## config.mk

```make
export PLATFORM = sky130hd
export DESIGN_NAME = sum_seq_ctrl
export DESIGN_NICKNAME = d
export VERILOG_FILES = /design/src/rtl/sum_seq_ctrl.sv
export SDC_FILE = /design/constraint.sdc
export NUM_CORES = 1
export LEC_CHECK = 0
export ABC_CLOCK_PERIOD_IN_PS = 13100
export CAP_MARGIN = 20
export CORE_MARGIN = 4
export CORE_UTILIZATION = 27
export CTS_CLUSTER_DIAMETER = 80
export DETAILED_ROUTE_END_ITERATION = 10
export MAX_ROUTING_LAYER = met4
export PLACE_DENSITY_LB_ADDON = 0.1
export SLEW_MARGIN = 10
export SYNTH_ARGS = -nofsm -noshare
export SYNTH_HDL_FRONTEND = slang
export SYNTH_SLANG_ARGS = --single-unit
```

## constraint.sdc

```tcl
create_clock -name i_clk -period 13.1 [get_ports i_clk]
set_input_delay 1.965 -clock i_clk [delete_from_list [all_inputs] [get_ports i_clk]]
set_output_delay 1.965 -clock i_clk [all_outputs]
set_load 0.005 [all_outputs]
```

## src/rtl/sum_seq_ctrl.sv

```systemverilog
// sum_seq_ctrl: multi-word add sequencer.
// Adds two NUM_WORD x SIZE_DATA operands one word per cycle through a single
// SIZE_DATA-wide adder, least-significant word first. The carry between words
// is chained through a register.
// Optional feature macro: SUM_SEQ_SUB_EN (adds i_sub for A-B subtraction).
module sum_seq_ctrl #(
    parameter int SIZE_DATA = 25,
    parameter int NUM_WORD  = 4
) (
    input  logic                          i_clk,
    input  logic                          i_rst,
    input  logic                          i_valid,
    output logic                          o_ready,
    input  logic [NUM_WORD*SIZE_DATA-1:0] i_data_a,
    input  logic [NUM_WORD*SIZE_DATA-1:0] i_data_b,
    input  logic                          i_carry,
`ifdef SUM_SEQ_SUB_EN
    input  logic                          i_sub,
`endif
    output logic                          o_valid,
    input  logic                          i_ready,
    output logic [NUM_WORD*SIZE_DATA-1:0] o_sum,
    output logic                          o_carry
);

    localparam int TOTAL_W = NUM_WORD * SIZE_DATA;
    localparam int CNT_W   = (NUM_WORD > 1) ? $clog2(NUM_WORD) : 1;
    localparam logic [CNT_W-1:0] LAST_WORD = CNT_W'(NUM_WORD - 1);

    typedef enum logic [1:0] {
        IDLE = 2'd0,
        RUN  = 2'd1,
        DONE = 2'd2
    } state_t;

    state_t               state;
    state_t               state_next;
    logic [TOTAL_W-1:0]   a_reg;
    logic [TOTAL_W-1:0]   b_reg;
    logic                 carry_reg;
    logic [CNT_W-1:0]     cnt;
    logic                 accept;
    logic                 last_word;
    logic [TOTAL_W-1:0]   b_load;
    logic                 carry_load;
    logic [SIZE_DATA-1:0] word_a;
    logic [SIZE_DATA-1:0] word_b;
    logic [SIZE_DATA-1:0] word_sum;
    logic                 word_carry;

    // Handshake flags come straight from the state register, so neither
    // o_ready nor o_valid has a combinational path from i_valid or i_ready.
    assign o_ready   = (state == IDLE);
    assign o_valid   = (state == DONE);
    assign accept    = i_valid & o_ready;
    assign last_word = (cnt == LAST_WORD);

`ifdef SUM_SEQ_SUB_EN
    // Subtraction is A + ~B + 1, so B is inverted and the carry forced at accept.
    always_comb begin
        b_load     = i_sub ? ~i_data_b : i_data_b;
        carry_load = i_sub | i_carry;
    end
`else
    // Addition only: operands are latched unmodified.
    always_comb begin
        b_load     = i_data_b;
        carry_load = i_carry;
    end
`endif

    // The shared SUM_unit: one word of A and B plus the chained carry.
    always_comb begin
        word_a = a_reg[cnt*SIZE_DATA +: SIZE_DATA];
        word_b = b_reg[cnt*SIZE_DATA +: SIZE_DATA];
        {word_carry, word_sum} = {1'b0, word_a} + {1'b0, word_b}
                                 + {{SIZE_DATA{1'b0}}, carry_reg};
    end

    // State register; reset aborts any operation in flight.
    always_ff @(posedge i_clk or posedge i_rst) begin
        if (i_rst) begin
            state <= IDLE;
        end else begin
            state <= state_next;
        end
    end

    // Next-state logic: accept in IDLE, walk the words in RUN, wait in DONE.
    always_comb begin
        state_next = state;
        case (state)
            IDLE: begin
                if (accept) begin
                    state_next = RUN;
                end
            end
            RUN: begin
                if (last_word) begin
                    state_next = DONE;
                end
            end
            DONE: begin
                if (i_ready) begin
                    state_next = IDLE;
                end
            end
            default: begin
                state_next = IDLE;
            end
        endcase
    end

    // Datapath: capture operands at accept, then write one result word per RUN cycle.
    always_ff @(posedge i_clk or posedge i_rst) begin
        if (i_rst) begin
            a_reg     <= '0;
            b_reg     <= '0;
            carry_reg <= 1'b0;
            cnt       <= '0;
            o_sum     <= '0;
            o_carry   <= 1'b0;
        end else begin
            case (state)
                IDLE: begin
                    if (accept) begin
                        a_reg     <= i_data_a;
                        b_reg     <= b_load;
                        carry_reg <= carry_load;
                        o_sum     <= '0;
                        cnt       <= '0;
                    end
                end
                RUN: begin
                    o_sum[cnt*SIZE_DATA +: SIZE_DATA] <= word_sum;
                    carry_reg <= word_carry;
                    cnt       <= cnt + 1'b1;
                    if (last_word) begin
                        o_carry <= word_carry;
                    end
                end
                default: begin
                end
            endcase
        end
    end

endmodule
```

==> run_results.csv, run 1 <==
group,metric,value,unit
synth,synth.distinct_cells,65,
cts,clock_latency,540,ps
finish,antenna_cells,0,
synth,yosys.cell_count.top_type,"dfrtp_1",
critical_path,crit_path_start_kind,"flip-flop",
grt,grt_pass1_wl,67400,µm
synth,yosysSeqAreaShare,0.542,
die,die_y,237,µm
placement,dp_hpwl,32600,µm
sta,rsz0062_at_grt,"false",
synth,synth_seq_cells,306,
cts,clock-sinks,306,
sta,worst_pin_slew,1070,ps
grt,grt-ovfl-total,0,
critical_path,cp_slowest_cell,"a311oi_1",
run,maxCapViolCount,0,
sta,tns,0,ps
cts,tritoncts,"done",
status,outcome,"completed",
critical_path,worstPathMaxFanout,35,
synth,synth_top_area_frac,0.542,
synth,async_flop_share,1.00,
sta,fmax,202,MHz
sta,clock_skew,15.2,ps
worst_hold_path,holdPathStages,2,
worst_hold_path,hold_path_startpoint,"o_sum[48]",
routing,drt_first_pass_iters,4,
sta,maxSlewHeadroom,0.288,
sta,finalCritPeriodShare,0.378,
routing,finalWirelength,44600,µm
cts,cts_resized,0,
finish,layout-drive-gt1-share,0.256,
sta,hold_viol,0,
cts,cts_root_buf,"clkbuf_16",
routing,avgViaCountPerCell,4.83,
synth,mappedNetlistArea,0.0141,mm²
finish,syn_to_final_growth,35.6,%
die,start_util,0.274,
cts,postCtsSetupRepairBufs,0,
synth,yosys.area_share.xor_xnor,0.0112,
die,die_x,237,µm
synth,synth_compound_area_frac,0.113,
synth,yosys_warnings,0,
synth,synthAdderAreaFrac,0.0276,
synth,avgSynthCellArea,14.0,µm²
synth,synth-edff-count,0,
synth,synth_mux_area_frac,0.241,
routing,first_iter_violations,501,
critical_path,worst-endpoint-required,13480,ps
grt,grt_max_degree,90,
grt,grt_usage,0.161,
sta,setup_viol,0,
finish,final_cell_area,0.0192,mm²
cts,cts_buffer_depth,3,
critical_path,critical_path_buf_inv_count,1,
worst_hold_path,hp-class,"flip-flop to flip-flop",
synth,synth_simple_gate_area_share,0.0404,
die,placementRows,83,
die,core,0.0516,mm²
synth,synth_common_cells,"306 x dfrtp_1, 200 x mux2_2, 88 x a22o_1",
synth,synthCells,1007,
worst_hold_path,min_to,"o_sum[48]",
critical_path,max_stage_delay,830,ps
critical_path,reg2reg_setup_slack,8150,ps
routing,routed-via-count,9699,
critical_path,arrival,5320,ps
cts,ctsHoldBuffers,0,
placement,gp_congestion,0.745,
grt,grt_pass1_vias,10375,
placement,post_dp_cell_area,0.0179,mm²
critical_path,rr_startpoint,"cnt[0]",
routing,ant_nets,0,
critical_path,end_kind,"flip-flop",
finish,fillers,4982,
routing,drc,0,
die,die_area,0.0561,mm²
critical_path,r2r-end,"o_sum[71]",
cts,clkTransAtPathRegs,60,ps
die,io_pins,308,
routing,drt-wirelength-per-cell,22.2,µm
synth,yosys-top-cells-area,"dfrtp_1 54%, mux2_2 16%, mux4_2 8.0%, a22o_1 5.5%, ha_1 2.5%",
sta,min_period,4950,ps
cts,htree_levels,2,
finish,final_nets,1538,
placement,numPortBuffers,307,
critical_path,r2r_cells,9,
finish,utilization,0.371,
critical_path,crit_family,"compound AO/OA/AOI/OAI gates",
grt,antenna_found_initial,0,
synth,ys.flop_type,"dfrtp_1",
critical_path,path_cells,"buf_4 -> mux4_2 -> fa_1 -> a211oi_1 -> o21a_1 -> or3_1 -> a2111oi_0 -> a311oi_1 -> o21ai_0",
synth,yosys.area.top_type,"dfrtp_1",
synth,synth_top_family_by_area,"multiplexers",
cts,numCtsBuffers,37,
sta,drv_slew,0,
synth,syn-num-nets,1242,
critical_path,crit_type,"flip-flop to flip-flop",
-- kinds of logic (layout without fill, tap and decap cells) --
group | Yosys count | count (layout)
adder cells (fa/ha/maj) | 30 | 30
flip-flops | 306 | 306
multiplexers | 253 | 253
AND/OR/NAND/NOR | 114 | 114
AO/OA/AOI/OAI | 206 | 206
buffers and inverters | 80 | 401
XOR/XNOR | 18 | 18
-- metal layers --
layer,wire length [µm],GRT usage
met3,2020,0.0278
met5,0,-
met4,809,0.0373
met1,21000,0.224
met2,20800,0.247
-- worst min-delay path: cells and delay by family (launching register included) --
| kind | cells | cell delay [ps] |
|---|---|---|
| DFF | 1 | 340 |
| and+or+nand+nor | 2 | 110 |
-- worst max-delay path by stage --
stage                      start  cells past startpoint        end
after floorplan            i_rst                      1   a_reg[0]
after CTS                 cnt[0]                      9  o_sum[71]
after detailed placement  cnt[0]                      9  o_sum[71]
after global routing      cnt[0]                      9  o_sum[71]
final                     cnt[0]                      9  o_sum[71]
after global placement    cnt[0]                      9  o_sum[71]
-- placed cells by master, fill, tap and decap left out, types with 7 or more instances in the layout --
cell             Yosys  final
o21ai_0             24     24
clkdlybuf4s50_1      0    307
clkbuf_1            36      8
nor2_1              16     15
clkbuf_8             0      9
a21oi_1             27     27
inv_1               13     12
mux2_2             200    200
a22o_1              88     88
buf_4                1     15
nor3_1               9      9
dfrtp_1            306    304
a21o_1              16     16
mux4_2              50     50
ha_1                28     28
clkbuf_16            0     39
nand3_1              7      7
nand2_1             43     43
and3_1               8      8
xnor2_1             14     14
-- cell type report --
| class | instances | area (µm²) | area share |
|---|---|---|---|
| Multi-Input combinational cell | 621 | 6130 | 0.320 |
| Timing Repair Buffer | 324 | 3240 | 0.169 |
| Tap cell | 680 | 851 | 0.0444 |
| Clock buffer | 56 | 1130 | 0.0589 |
| Sequential cell | 306 | 7660 | 0.400 |
| Clock inverter | 8 | 97.6 | 0.00509 |
| Inverter | 13 | 56.3 | 0.00294 |
-- through the flow --
| step | worst slack, ps | hold WS, ps | cells |
|---|---|---|---|
| after floorplan | 2680 | 470 | 1007 |
| after global placement | 8120 | 471 | 1942 |
| after detailed placement | 8100 | 476 | 1942 |
| after CTS | 8090 | 489 | 2006 |
| after global routing | 7910 | 507 | 2008 |
| final | 8150 | 488 | 2008 |
Power of run 1 is not shown: default switching activity piles up to over one toggle a cycle in this logic, so the estimate is an artifact.
==> inputs of run 2 (changes only) <==
- ABC_CLOCK_PERIOD_IN_PS: 13100 -> 4800
- clock period: 13.1 -> 4.8 ns (I/O delays scaled with it)
==> run 2 against run 1 <==
Compared with the run above: via count increased by 0.91%; non-clock buffer count is 13 higher; clock skew decreased by 3.8 ps; wire length up 3.8%; sequential share of layout area shrank 0.31 points; highest routed layer unchanged.
==> run_results.csv, run 2 (synthesis gave the netlist of run 1 again) <==
group,metric,value,unit
die,io_pins,308,
cts,clkTransAtPathRegs,60,ps
routing,drt_first_pass_iters,5,
sta,tns,0,ps
grt,use_met3,0.0298,
sta,worst_pin_slew,1070,ps
routing,finalWirelength,46300,µm
sta,fmax,252,MHz
grt,grt_pass1_vias,10485,
sta,min_period,3970,ps
sta,hold_viol,0,
grt,grt-ovfl-total,0,
cts,postCtsSetupRepairBufs,0,
critical_path,arrival,4450,ps
die,core,0.0516,mm²
die,die_x,237,µm
grt,globalRoute.busiestLayer,"met2",
finish,multi_input_area,0.00613,mm²
grt,grtUsageMet2,0.267,
cts,cts_buffer_depth,3,
die,die_y,237,µm
cts,clock_latency,550,ps
finish,syn_to_final_growth,36.6,%
cts,cts_root_buf,"clkbuf_16",
sta,setup_viol,0,
routing,avgViaCountPerCell,4.83,
critical_path,worstPathMaxFanout,16,
grt,grt_pass1_wl,69800,µm
cts,htree_levels,2,
routing,drc,0,
sta,finalCritPeriodShare,0.827,
finish,final_common_cell,"clkdlybuf4s50_1",
sta,drv_slew,0,
grt,antenna_found_initial,3,
finish,mostFrequentLayoutCells,"307 x clkdlybuf4s50_1, 304 x dfrtp_1, 200 x mux2_2, 88 x a22o_1, 50 x mux4_2",
die,placementRows,83,
finish,regArea,0.00766,mm²
die,die_area,0.0561,mm²
run,maxCapViolCount,0,
sta,maxSlewHeadroom,0.284,
grt,met1_usage,0.226,
routing,first_iter_violations,483,
sta,clock_skew,11.5,ps
worst_hold_path,hp-class,"flip-flop to flip-flop",
critical_path,crit_type,"flip-flop to flip-flop",
critical_path,crit_start,"cnt[0]",
placement,numPortBuffers,307,
routing,drt-wirelength-per-cell,22.8,µm
placement,dp_hpwl,35100,µm
finish,final_nets,1551,
routing,ant_nets,0,
sta,rsz0062_at_grt,"false",
status,outcome,"completed",
routing,routed-via-count,9787,
critical_path,worst-endpoint-required,5280,ps
placement,dp_slack,705,ps
grt,grt_max_degree,97,
grt,grt_usage,0.168,
critical_path,crit_path_start_kind,"flip-flop",
die,start_util,0.274,
cts,ctsHoldBuffers,0,
cts,cts_resized,0,
sta,fin_ws,830,ps
finish,fillers,5014,
finish,layout-drive-gt1-share,0.264,
cts,numCtsBuffers,37,
critical_path,rr_startpoint,"cnt[0]",
worst_hold_path,hold_path_startpoint,"o_sum[42]",
critical_path,end_kind,"flip-flop",
cts,clock-sinks,306,
placement,gp_congestion,0.785,
cts,tritoncts,"done",
-- run 2: area by class of cell --
class                      count  area share
tap                          680      0.0440
clock inverter                12     0.00602
sequential                   306       0.397
multi-input combinational    621       0.317
timing repair buffer         337       0.175
clock buffer                  56      0.0575
antenna                        3    0.000389
inverter                      13     0.00272
-- run 2: routing by layer --
| metal | vias up | wire, µm |
|---|---|---|
| met2 | 244 | 22300 |
| met1 | 5016 | 21100 |
| met4 | 0 | 724 |
| met3 | 44 | 2210 |
| met5 | - | 0 |
| li1 | 4483 | - |
-- run 2: critical path, stage by stage, from the launching register on --
cell and delay (ps):
dfrtp_4 650, mux4_2 590, fa_1 460, fa_1 450
a211o_1 370, a211oi_2 390, or4_4 210, nand3_2 120
xnor2_1 440, a22o_1 200
-- run 2: per-stage QoR --
step | cell area, µm² | hold slack (ps) | std cells | utilization
global placement | 18100 | 486 | 1957 | 0.350
finish | 19300 | 500 | 2028 | 0.374
floorplan | 14100 | 470 | 1007 | -
global route | 19300 | 512 | 2028 | 0.374
CTS | 19300 | 505 | 2025 | 0.374
detailed placement | 18100 | 491 | 1957 | 0.350
-- run 2: path summary, 6_finish.rpt --
kind	to	slack [ps]	cells past startpoint
worst max-delay path	o_sum[45]	830	9
worst min-delay path	o_sum[42]	500	1
worst max register to register	o_sum[45]	830	9
worst min register to register	o_sum[42]	500	1
max in group asynchronous	b_reg[16]	3210	3
min in group asynchronous	o_sum[50]	630	2
Power of run 2 is left out for the same reason.
==> inputs of run 3 (changes only) <==
- ABC_CLOCK_PERIOD_IN_PS: 4800 -> 3680
- clock period: 4.8 -> 3.68 ns (I/O delays scaled with it)
==> run 3 against run 2 <==
Compared with the run above: register-to-register slack got worse by 720 ps; fmax increased by 11%; flip-flop and latch count unchanged; cell count increased by 1.2%; sequential share of layout area decreased by 0.80 points; global-route usage decreased by 0.23 points; critical endpoint is now o_sum[91]; largest cell class unchanged; highest routed layer unchanged.
==> run_results.csv, run 3 (synthesis gave the netlist of run 1 again) <==
group,metric,value,unit
sta,clock_skew,15.5,ps
die,start_util,0.274,
die,io_pins,308,
grt,grt_max_degree,113,
critical_path,worst-endpoint-required,4090,ps
critical_path,arrival,3980,ps
routing,avgViaCountPerCell,4.85,
critical_path,worstPathMaxFanout,11,
status,outcome,"completed",
critical_path,path_cells,"buf_4 -> buf_16 -> mux4_2 -> fa_1 -> a211o_1 -> a211oi_4 -> o31a_1 -> o21ai_1 -> xor2_2 -> buf_4 -> a22o_1",
finish,syn_to_final_growth,39.5,%
critical_path,critical_path_buf_inv_count,3,
die,placementRows,83,
critical_path,max_stage_delay,560,ps
sta,hold_viol,0,
placement,post_dp_cell_area,0.0183,mm²
cts,clkTransAtPathRegs,60,ps
run,maxCapViolCount,0,
grt,antenna_found_initial,0,
routing,drt-wirelength-per-cell,22.7,µm
finish,antenna_cells,0,
sta,whs,360,ps
cts,clock-sinks,306,
finish,final_cell_area,0.0197,mm²
die,core,0.0516,mm²
die,die_y,237,µm
cts,cts_buffer_depth,3,
die,die_x,237,µm
cts,clock_latency,540,ps
routing,drc,0,
placement,numPortBuffers,307,
cts,numCtsBuffers,38,
worst_hold_path,hp-class,"input port to asynchronous set/reset pin",
sta,tns,0,ps
sta,min_period,3570,ps
sta,setup_viol,0,
die,die_area,0.0561,mm²
sta,finalCritPeriodShare,0.970,
routing,ant_nets,0,
grt,grt-ovfl-total,0,
grt,grt_pass1_wl,69300,µm
placement,dp_hpwl,34500,µm
critical_path,end_kind,"flip-flop",
sta,drv_slew,0,
cts,htree_levels,2,
sta,fmax,280,MHz
finish,final_common_cell,"clkdlybuf4s50_1",
critical_path,cp_slowest_cell,"mux4_2",
critical_path,crit_family,"compound AO/OA/AOI/OAI gates",
cts,cts_root_buf,"clkbuf_16",
grt,grt_usage,0.166,
critical_path,crit_path_start_kind,"flip-flop",
finish,layout-drive-gt1-share,0.287,
finish,final_nets,1580,
routing,finalWirelength,46600,µm
sta,maxSlewHeadroom,0.469,
critical_path,crit_type,"flip-flop to flip-flop",
routing,first_iter_violations,537,
finish,mostFrequentLayoutCells,"307 x clkdlybuf4s50_1, 304 x dfrtp_1, 200 x mux2_2, 88 x a22o_1, 50 x mux4_2",
routing,routed-via-count,9952,
routing,drt_first_pass_iters,4,
cts,tritoncts,"done",
placement,gp_congestion,0.814,
critical_path,worst_path_most_repeated_cell,"buf_4",
sta,worst_pin_slew,791,ps
grt,grt_pass1_vias,10720,
finish,fillers,4946,
==> run 3: changes by cell type in the layout (fill, tap and decap cells not counted), moves of 3 or more <==
cell       previous run  this run
o21ai_1               0         3
xnor2_2               0         3
o21ai_0              24        21
clkinv_2              8         4
clkbuf_16            39        43
xnor2_1              14        11
buf_4                23        48
diode_2               3         0
==> run 3: what timing repair did <==
item / CTS / global route
endpoints found under the setup margin: 20 / 40
endpoints found under the hold margin: 0 / 0
hold buffers: 0 / 0
gates resized for setup: 3 / 15
buffers inserted: 0 / 5
pin swaps: 4 / 5
cloned: 0 / 2
==> run 3: layer usage <==
metal	wire length, µm	vias up	track usage
met3	2010	55	0.0269
met4	743	0	0.0398
met5	0	-	-
met2	22800	263	0.266
li1	-	4517	-
met1	21100	5117	0.221
==> run 3: area by class of cell <==
class	count	area, µm²	share of cell area
repair buffers	365	3650	0.185
multi-input cells	621	6200	0.314
clock inverters	10	135	0.00685
inverters	13	52.6	0.00267
well taps	680	851	0.0432
clock buffers	57	1170	0.0592
flip-flops and latches	306	7660	0.389
==> run 3: worst paths after layout <==
kind                       slack (ps)  cells past startpoint      start   endpoint
min in group i_clk                500                      2  o_sum[24]  o_sum[24]
min                               360                      2      i_rst   o_sum[0]
max reg2reg                       110                     11     cnt[0]  o_sum[91]
max in group asynchronous        2400                      4      i_rst  a_reg[11]
max                               110                     11     cnt[0]  o_sum[91]
min reg2reg                       500                      2  o_sum[24]  o_sum[24]
==> run 3: stage by stage <==
stage                     setup WS, ps  instances   util
after floorplan                   -943       1007      -
after detailed placement         -82.0       1978  0.354
after global placement           -56.7       1978  0.354
after CTS                         18.4       2045  0.379
after global routing             -46.6       2052  0.382
final                              111       2052  0.382
Power of run 3 is left out for the same reason.
